[src/rtl/multicycle_control_if.sv]
// Control/datapath bundle for the multi-cycle RV32I core: decode inputs,
// memory handshake and every control strobe.
interface multicycle_control_if;
  logic [6:0] opcode;
  logic       zero;
  logic       mem_ready;
  logic       pc_write;
  logic [1:0] pc_src;
  logic       ir_write;
  logic       iord;
  logic       mem_read;
  logic       mem_write;
  logic       reg_write;
  logic [1:0] memtoreg;
  logic [1:0] alusrc_a;
  logic [1:0] alusrc_b;
  logic [2:0] aluop;
  logic       instr_done;
  logic       illegal;
  logic       bus_error;
  logic [3:0] state;

  // Control unit side.
  modport master (
    input  opcode, zero, mem_ready,
    output pc_write, pc_src, ir_write, iord, mem_read, mem_write, reg_write,
           memtoreg, alusrc_a, alusrc_b, aluop, instr_done, illegal, bus_error, state
  );

  // Datapath side.
  modport slave (
    output opcode, zero, mem_ready,
    input  pc_write, pc_src, ir_write, iord, mem_read, mem_write, reg_write,
           memtoreg, alusrc_a, alusrc_b, aluop, instr_done, illegal, bus_error, state
  );
endinterface

[src/rtl/multicycle_control.sv]
// Moore sequencer for the multi-cycle RV32I datapath with memory ready handshake,
// wait-state watchdog and sticky trap.
module multicycle_control #(
  parameter int unsigned MEM_TIMEOUT = 255
) (
  input logic                 clk,
  input logic                 rst,
  multicycle_control_if.master bus
);

  localparam int unsigned CntW = (MEM_TIMEOUT < 2) ? 1 : $clog2(MEM_TIMEOUT + 1);

  localparam logic [6:0] OpR      = 7'b0110011;
  localparam logic [6:0] OpI      = 7'b0010011;
  localparam logic [6:0] OpLoad   = 7'b0000011;
  localparam logic [6:0] OpStore  = 7'b0100011;
  localparam logic [6:0] OpBranch = 7'b1100011;
  localparam logic [6:0] OpJal    = 7'b1101111;
  localparam logic [6:0] OpLui    = 7'b0110111;

  typedef enum logic [3:0] {
    StFetch   = 4'd0,
    StDecode  = 4'd1,
    StExecR   = 4'd2,
    StExecI   = 4'd3,
    StMemAddr = 4'd4,
    StMemRd   = 4'd5,
    StMemWb   = 4'd6,
    StMemWr   = 4'd7,
    StBranch  = 4'd8,
    StJal     = 4'd9,
    StLui     = 4'd10,
    StAluWb   = 4'd11,
    StTrap    = 4'd12
  } state_e;

  state_e          state_q, state_d;
  logic [CntW-1:0] wait_q, wait_d;
  logic            illegal_q, illegal_d;
  logic            bus_error_q, bus_error_d;
  logic            in_mem;
  logic            timeout;

  assign in_mem  = (state_q == StFetch) || (state_q == StMemRd) || (state_q == StMemWr);
  // A ready arriving in the limit cycle wins: the access completes instead of trapping.
  assign timeout = (MEM_TIMEOUT != 0) && in_mem && !bus.mem_ready &&
                   (wait_q == CntW'(MEM_TIMEOUT - 1));

  always_comb begin
    state_d     = state_q;
    illegal_d   = illegal_q;
    bus_error_d = bus_error_q;
    wait_d      = '0;
    case (state_q)
      StFetch: if (bus.mem_ready) state_d = StDecode;
      StDecode: begin
        case (bus.opcode)
          OpR:             state_d = StExecR;
          OpI:             state_d = StExecI;
          OpLoad, OpStore: state_d = StMemAddr;
          OpBranch:        state_d = StBranch;
          OpJal:           state_d = StJal;
          OpLui:           state_d = StLui;
          default: begin
            state_d   = StTrap;
            illegal_d = 1'b1;
          end
        endcase
      end
      StExecR, StExecI, StLui: state_d = StAluWb;
      StMemAddr: state_d = (bus.opcode == OpStore) ? StMemWr : StMemRd;
      StMemRd:   if (bus.mem_ready) state_d = StMemWb;
      StMemWr:   if (bus.mem_ready) state_d = StFetch;
      StMemWb, StBranch, StJal, StAluWb: state_d = StFetch;
      StTrap:    state_d = StTrap;
      default:   state_d = StFetch;
    endcase
    if (timeout) begin
      state_d     = StTrap;
      bus_error_d = 1'b1;
    end else if (in_mem && !bus.mem_ready) begin
      wait_d = wait_q + 1'b1;
    end
  end

  always_ff @(posedge clk) begin
    if (rst) begin
      state_q     <= StFetch;
      wait_q      <= '0;
      illegal_q   <= 1'b0;
      bus_error_q <= 1'b0;
    end else begin
      state_q     <= state_d;
      wait_q      <= wait_d;
      illegal_q   <= illegal_d;
      bus_error_q <= bus_error_d;
    end
  end

  always_comb begin
    bus.pc_write   = 1'b0;
    bus.pc_src     = 2'b00;
    bus.ir_write   = 1'b0;
    bus.iord       = 1'b0;
    bus.mem_read   = 1'b0;
    bus.mem_write  = 1'b0;
    bus.reg_write  = 1'b0;
    bus.memtoreg   = 2'b00;
    bus.alusrc_a   = 2'b00;
    bus.alusrc_b   = 2'b00;
    bus.aluop      = 3'b000;
    bus.instr_done = 1'b0;
    bus.illegal    = 1'b0;
    bus.bus_error  = 1'b0;
    bus.state      = 4'd0;
    if (!rst) begin
      bus.illegal   = illegal_q;
      bus.bus_error = bus_error_q;
      bus.state     = state_q;
      case (state_q)
        StFetch: begin
          bus.mem_read = 1'b1;
          bus.alusrc_b = 2'b10;
          bus.aluop    = 3'b111;
          bus.ir_write = bus.mem_ready;
          bus.pc_write = bus.mem_ready;
        end
        StDecode: begin
          bus.alusrc_b = 2'b01;
          bus.aluop    = 3'b111;
        end
        StExecR: begin
          bus.alusrc_a = 2'b01;
          bus.aluop    = 3'b000;
        end
        StExecI: begin
          bus.alusrc_a = 2'b01;
          bus.alusrc_b = 2'b01;
          bus.aluop    = 3'b001;
        end
        StMemAddr: begin
          bus.alusrc_a = 2'b01;
          bus.alusrc_b = 2'b01;
          bus.aluop    = (bus.opcode == OpStore) ? 3'b011 : 3'b010;
        end
        StMemRd: begin
          bus.mem_read = 1'b1;
          bus.iord     = 1'b1;
        end
        StMemWb: begin
          bus.reg_write  = 1'b1;
          bus.memtoreg   = 2'b01;
          bus.instr_done = 1'b1;
        end
        StMemWr: begin
          bus.mem_write  = 1'b1;
          bus.iord       = 1'b1;
          bus.instr_done = bus.mem_ready;
        end
        StBranch: begin
          bus.alusrc_a   = 2'b01;
          bus.aluop      = 3'b100;
          bus.pc_src     = 2'b01;
          bus.pc_write   = bus.zero;
          bus.instr_done = 1'b1;
        end
        StJal: begin
          bus.reg_write  = 1'b1;
          bus.memtoreg   = 2'b10;
          bus.pc_src     = 2'b01;
          bus.pc_write   = 1'b1;
          bus.instr_done = 1'b1;
        end
        StLui: begin
          bus.alusrc_a = 2'b10;
          bus.alusrc_b = 2'b01;
          bus.aluop    = 3'b110;
        end
        StAluWb: begin
          bus.reg_write  = 1'b1;
          bus.instr_done = 1'b1;
        end
        default: ;
      endcase
    end
  end

endmodule

[src/flat_wrapper.sv]
// flat-port wrapper written by rule: the top's interface ports become plain ports
module multicycle_control_flat 
#(
  parameter int unsigned MEM_TIMEOUT = 255
)
  (clk, rst, bus_opcode, bus_zero, bus_mem_ready, bus_pc_write, bus_pc_src, bus_ir_write, bus_iord, bus_mem_read, bus_mem_write, bus_reg_write, bus_memtoreg, bus_alusrc_a, bus_alusrc_b, bus_aluop, bus_instr_done, bus_illegal, bus_bus_error, bus_state);
  multicycle_control_if bus_i ();
  input logic clk;
  input logic rst;
  input wire logic [$bits(bus_i.opcode)-1:0] bus_opcode;
  input wire logic [$bits(bus_i.zero)-1:0] bus_zero;
  input wire logic [$bits(bus_i.mem_ready)-1:0] bus_mem_ready;
  output wire logic [$bits(bus_i.pc_write)-1:0] bus_pc_write;
  output wire logic [$bits(bus_i.pc_src)-1:0] bus_pc_src;
  output wire logic [$bits(bus_i.ir_write)-1:0] bus_ir_write;
  output wire logic [$bits(bus_i.iord)-1:0] bus_iord;
  output wire logic [$bits(bus_i.mem_read)-1:0] bus_mem_read;
  output wire logic [$bits(bus_i.mem_write)-1:0] bus_mem_write;
  output wire logic [$bits(bus_i.reg_write)-1:0] bus_reg_write;
  output wire logic [$bits(bus_i.memtoreg)-1:0] bus_memtoreg;
  output wire logic [$bits(bus_i.alusrc_a)-1:0] bus_alusrc_a;
  output wire logic [$bits(bus_i.alusrc_b)-1:0] bus_alusrc_b;
  output wire logic [$bits(bus_i.aluop)-1:0] bus_aluop;
  output wire logic [$bits(bus_i.instr_done)-1:0] bus_instr_done;
  output wire logic [$bits(bus_i.illegal)-1:0] bus_illegal;
  output wire logic [$bits(bus_i.bus_error)-1:0] bus_bus_error;
  output wire logic [$bits(bus_i.state)-1:0] bus_state;
  assign bus_i.opcode = bus_opcode;
  assign bus_i.zero = bus_zero;
  assign bus_i.mem_ready = bus_mem_ready;
  assign bus_pc_write = bus_i.pc_write;
  assign bus_pc_src = bus_i.pc_src;
  assign bus_ir_write = bus_i.ir_write;
  assign bus_iord = bus_i.iord;
  assign bus_mem_read = bus_i.mem_read;
  assign bus_mem_write = bus_i.mem_write;
  assign bus_reg_write = bus_i.reg_write;
  assign bus_memtoreg = bus_i.memtoreg;
  assign bus_alusrc_a = bus_i.alusrc_a;
  assign bus_alusrc_b = bus_i.alusrc_b;
  assign bus_aluop = bus_i.aluop;
  assign bus_instr_done = bus_i.instr_done;
  assign bus_illegal = bus_i.illegal;
  assign bus_bus_error = bus_i.bus_error;
  assign bus_state = bus_i.state;
  multicycle_control #(.MEM_TIMEOUT(MEM_TIMEOUT)) u_core (.clk(clk), .rst(rst), .bus(bus_i));
endmodule
[config.mk]
export PLATFORM = sky130hd
export DESIGN_NAME = multicycle_control_flat
export DESIGN_NICKNAME = d
export VERILOG_FILES = /design/src/rtl/multicycle_control_if.sv /design/src/rtl/multicycle_control.sv /design/src/flat_wrapper.sv
export SDC_FILE = /design/constraint.sdc
export NUM_CORES = 1
export LEC_CHECK = 0
export ABC_CLOCK_PERIOD_IN_PS = 2400
export CAP_MARGIN = 15
export CELL_PAD_IN_SITES_DETAIL_PLACEMENT = 1
export CELL_PAD_IN_SITES_GLOBAL_PLACEMENT = 2
export CORE_ASPECT_RATIO = 0.9
export CORE_MARGIN = 10
export CORE_UTILIZATION = 28
export CTS_BUF_LIST = sky130_fd_sc_hd__clkbuf_4 sky130_fd_sc_hd__clkbuf_8
export DETAILED_ROUTE_END_ITERATION = 8
export PLACE_DENSITY_LB_ADDON = 0.1
export SYNTH_ARGS = -nofsm -noshare
export SYNTH_HDL_FRONTEND = slang
export SYNTH_SLANG_ARGS = --single-unit
[constraint.sdc]
create_clock -name clk -period 2.4 [get_ports clk]
set_input_delay 0.48 -clock clk [delete_from_list [all_inputs] [get_ports clk]]
set_output_delay 0.48 -clock clk [all_outputs]
set_load 0.05 [all_outputs]
---- After elaboration in Yosys (flattened, before gate mapping) ----
Index checks and enable logic that the tools add are counted.
cells by class
  add/subtract/negate cells ............... 1
  eq/ne operators ......................... 26
  mux-type cells .......................... 35
  bitwise gates (word level) .............. 2
  reductions and logical operators ........ 22
operators by type and width
  kind                                                                      number
  4-bit case mux with 7 select lines                                        1
  4-bit case mux with 6 select lines                                        1
  7-bit by 6-bit == test with 1-bit output (second input constant)          3
  4-bit == test (second input constant)                                     5
  4-bit 2-to-1 mux                                                          5
  4-bit by 3-bit == test with 1-bit output (second input constant)          4
  1-bit 2-to-1 mux                                                          16
  3-bit case mux with 5 select lines                                        1
  7-bit == test (second input constant)                                     2
  2-bit case mux with 2 select lines                                        3
  2-bit OR reduction                                                        6
  4-bit OR reduction                                                        3
  2-bit 2-to-1 mux                                                          5
  3-bit by 2-bit inequality test with 1-bit output (second input constant)  3
  3-bit OR reduction                                                        3
  8-bit by 1-bit adder with 8-bit output (second input constant)            1
  4-bit by 2-bit == test with 1-bit output (second input constant)          2
  8-bit == test (second input constant)                                     1
  7-bit by 2-bit == test with 1-bit output (second input constant)          1
  7-bit by 5-bit == test with 1-bit output (second input constant)          1
  7-bit OR reduction                                                        1
  2-bit inequality test (second input constant)                             3
  3-bit AND reduction                                                       2
  4-bit by 1-bit == test with 1-bit output (second input constant)          1
  9 further kinds                                                           12
storage, ports and cells
  register bits after elaboration ......... 14
  input port bits ......................... 11
  output and inout bits ................... 24
  logic and storage cells ................. 91

---- Depth between registers and ports, before layout ----
  depth after elaboration ................. 7
  gate-level depth with buffers ........... 6
  mapped depth without buffers ............ 5

---- Worst setup path after synthesis ----
Ideal clock, no wire load.
  path kind ............................... input to output
  start point ............................. input port bus_opcode[2]
  end point ............................... output port bus_aluop[0]
  data arrival time ....................... 3.443 ns
  required time ........................... 1.920 ns
  slack ................................... -1.523 ns
  stages .................................. 3
  buffers on the path ..................... 0
  cells stage by stage .................... nor4_4 -> nand3_1 -> a2111oi_0
between the ends
  cells in the longest elaborated chain, start to end .. 4
RTL lines
  item                                      line                       RTL
  from (decl)                               flat_wrapper.sv:10         input wire logic [$bits(bus_i.opcode)-1:0] bus_opcode;
  7-bit by 6-bit == test with 1-bit output  multicycle_control.sv:144  bus.aluop = (bus.opcode == OpStore) ? 3'b011 : 3'b010;
  1-bit 2-to-1 mux                          multicycle_control.sv:144
  3-bit case mux with 5 select lines        multicycle_control.sv:120  case (state_q)
  3-bit 2-to-1 mux                          multicycle_control.sv:116  if (!rst) begin
  to (decl)                                 flat_wrapper.sv:23         output wire logic [$bits(bus_i.aluop)-1:0] bus_aluop;
Every way passes these cells.

---- Worst setup path after layout ----
  start point ............................. input port bus_opcode[3]
  end point ............................... output port bus_aluop[0]
Same word-level chain as after synthesis.

==> flow_summary.yaml <==
run_status:
  status: "complete, no violations"
placement:
  io_buffers: 33
  dpl.hpwl_um: 3448
  gp_congestion: 0.7788
global_routing:
  track_usage: 0.1187
  grt_first_pass_wirelength_um: 6920
  grt_max_degree: 21
  antenna_found_initial: 0
  overflow: 0
  grt_pass1_vias: 1405
cts:
  numCtsBuffers: 3
  clk_latency_ps: 240
  cts-root-buf: "clkbuf_8"
  cts_num_sinks: 14
  ctsHoldBuffers: 0
  cts.clk_slew.worst_paths_ps: 50
  cts.path.max_buffers: 2
  cts_tree: "yes"
  htree_levels: 1
yosys:
  synth_cell_types: 49
  synth.avg_cell_area_um2: 7.491
  seq_area_frac_synth: 0.2430
  synth_top_area_frac: 0.2430
  netlist_area_um2: 1154
  yosys_warnings: 0
  ys_top_cells_by_area: "dfxtp_1 (24%), nor2_1 (7.5%), nor2b_1 (5.4%), nand2_1 (3.9%), xor2_1 (3.8%)"
  synth_seq_cells: 14
  syn_inst: 154
  syn-num-nets: 167
  synth_edf_count: 0
  synth_flop_cell: "dfxtp_1"
  yosysTopAreaCell: "dfxtp_1"
  synthArstFlopShare: 0
worst_setup_path:
  crit_path_end_kind: "primary output"
  reg2reg_slack_ps: 580
  rr_startpoint: "u_core.state_q[1]$_SDFFE_PP0P_"
  crit_required_ps: 1920
  worstSetupPathType: "in -> out"
  ff2ff_path_depth: 5
  cp.arrival_ps: 1860
  cp_max_fo: 2
  cp-start-kind: "primary input"
  startpoint: "bus_opcode[3]"
  r2r-end: "u_core.state_q[0]$_SDFFE_PP0P_"
route:
  antenna_left: 0
  routedWlPerCell_um: 16.55
  viasPerCell: 5.131
  route.vias.total: 1293
  drt-total-wl_um: 4170
  drc: 0
  drt_iter0_drc: 70
  drt-pass1-iter-count: 4
pwr:
  p_per_area_nw_per_um2: 895.9
  power_mw: 1.824
  power_leakage_nw: 0.8448
  peakVddDrop_uv: 564.8
job:
  drv_cap: 0
finish:
  finalNetCount: 218
  area_growth_pct: 76.46
  multi_input_area_um2: 849.6
  final_cell_mix: "buf_4 (23), buf_12 (23), nor2_1 (22), dfxtp_1 (13), nand2_1 (11)"
  seqCellArea_um2: 281.5
  diodes: 0
  fin_util: 0.5065
  nFillCells: 450
  drive_above_1_share: 0.3431
timing:
  tns_ps: 0
  finClkSkew_ps: 1.648
  finalHoldViolCount: 0
  min_period_ps: 2342
  slew_viol_final: 0
  period_share: 0.9759
  max_freq_ghz: 0.4269
  finalSetupViolCount: 0
floorplan:
  io_pins: 35
  die_area_um2: 7091
  initial_core_util: 0.2870
  core_area_um2: 4019
  dieHeight_um: 80.90
  dieWidth_um: 87.66
  num_rows: 22
hold_path:
  min_path_type: "reg -> reg"
  min_from: "u_core.illegal_q$_SDFFE_PP0P_"
  worstHoldPathCells: 2
  hold_end: "u_core.illegal_q$_SDFFE_PP0P_"
==> cells by family (layout without fill, tap and decap cells) <==
group / after synthesis / count (layout) / share of synthesized area
simple gates: 79 / 79 / 0.3894
flops: 14 / 14 / 0.2430
compound gates: 33 / 33 / 0.2159
buf+inv: 18 / 68 / 0.07268
xor+xnor: 6 / 6 / 0.04555
fa+ha+maj: 2 / 2 / 0.02169
other cells: 1 / 1 / 0.003251
mux: 1 / 1 / 0.008677
==> how the worst max path moves through the flow <==
stage / to / slack (ps)
floorplan: bus_aluop[0] / -200
global placement: bus_aluop[0] / -140
detailed placement: bus_aluop[0] / -230
CTS: bus_aluop[0] / 20
global route: bus_aluop[0] / -0.9
finish: bus_aluop[0] / 60
==> metal layers <==
| metal | vias to the layer above | track usage | part of all wire |
|---|---|---|---|
| li1 | 648 | - | - |
| met1 | 620 | 0.1386 | 0.43 |
| met2 | 23 | 0.2173 | 0.52 |
| met3 | 2 | 0.02200 | 0.043 |
| met4 | 0 | 0.02866 | 0.0065 |
| met5 | - | 0 | 0 |
==> Yosys cell counts, types with 4 or more instances <==
| cell type | instances |
|---|---|
| nor2b_1 | 10 |
| buf_2 | 4 |
| dfxtp_1 | 14 |
| nor2_1 | 23 |
| xor2_1 | 5 |
| inv_1 | 7 |
| a21oi_1 | 7 |
| nand3_1 | 7 |
| nand2_1 | 12 |
| nand2b_1 | 4 |
| o21ai_0 | 6 |
==> sequential cells by signal (all words and copies together) (netlist names) <==
signal              cells
u_core.wait_q           8
u_core.state_q          4
u_core.bus_error_q      1
u_core.illegal_q        1
==> cell type report <==
type	instances	share of cell area
multi-input combinational	122	0.4173
tap	48	0.02950
clock buffer	4	0.02704
sequential	14	0.1383
timing repair buffer	57	0.3749
inverter	7	0.01291
==> through the flow <==
stage / hold WS [ps] / instances / cell area (um2) / setup WS, ps
4_1_cts: 472.1 / 250 / 2002 / 24.11
6_report: 462.4 / 252 / 2036 / 57.80
5_1_grt: 499.2 / 252 / 2036 / -0.9150
2_1_floorplan: 429.0 / 154 / 1186 / -198.6
3_3_place_gp: 457.4 / 244 / 1912 / -144.3
3_5_place_dp: 463.3 / 244 / 1912 / -228.9
==> what timing repair did <==
action                                  4_1_cts  5_1_grt
pin swaps                                     3        4
endpoints found under the setup margin        1        7
gates resized for setup                       8        8
buffers inserted                              2        2
==> power breakdown <==
part	internal (mW)	switching [mW]
combinational	0.558	0.714
clock	0.145	0.0740
sequential	0.269	0.0640
==> worst max-delay path, stage by stage <==
cell	delay (ps)
dlygate4sd2_1	260
nor4_4	290
nand3_2	150
a2111oi_4	440
clkbuf_16	240
Note: power is estimated with default switching activity, not from simulation.
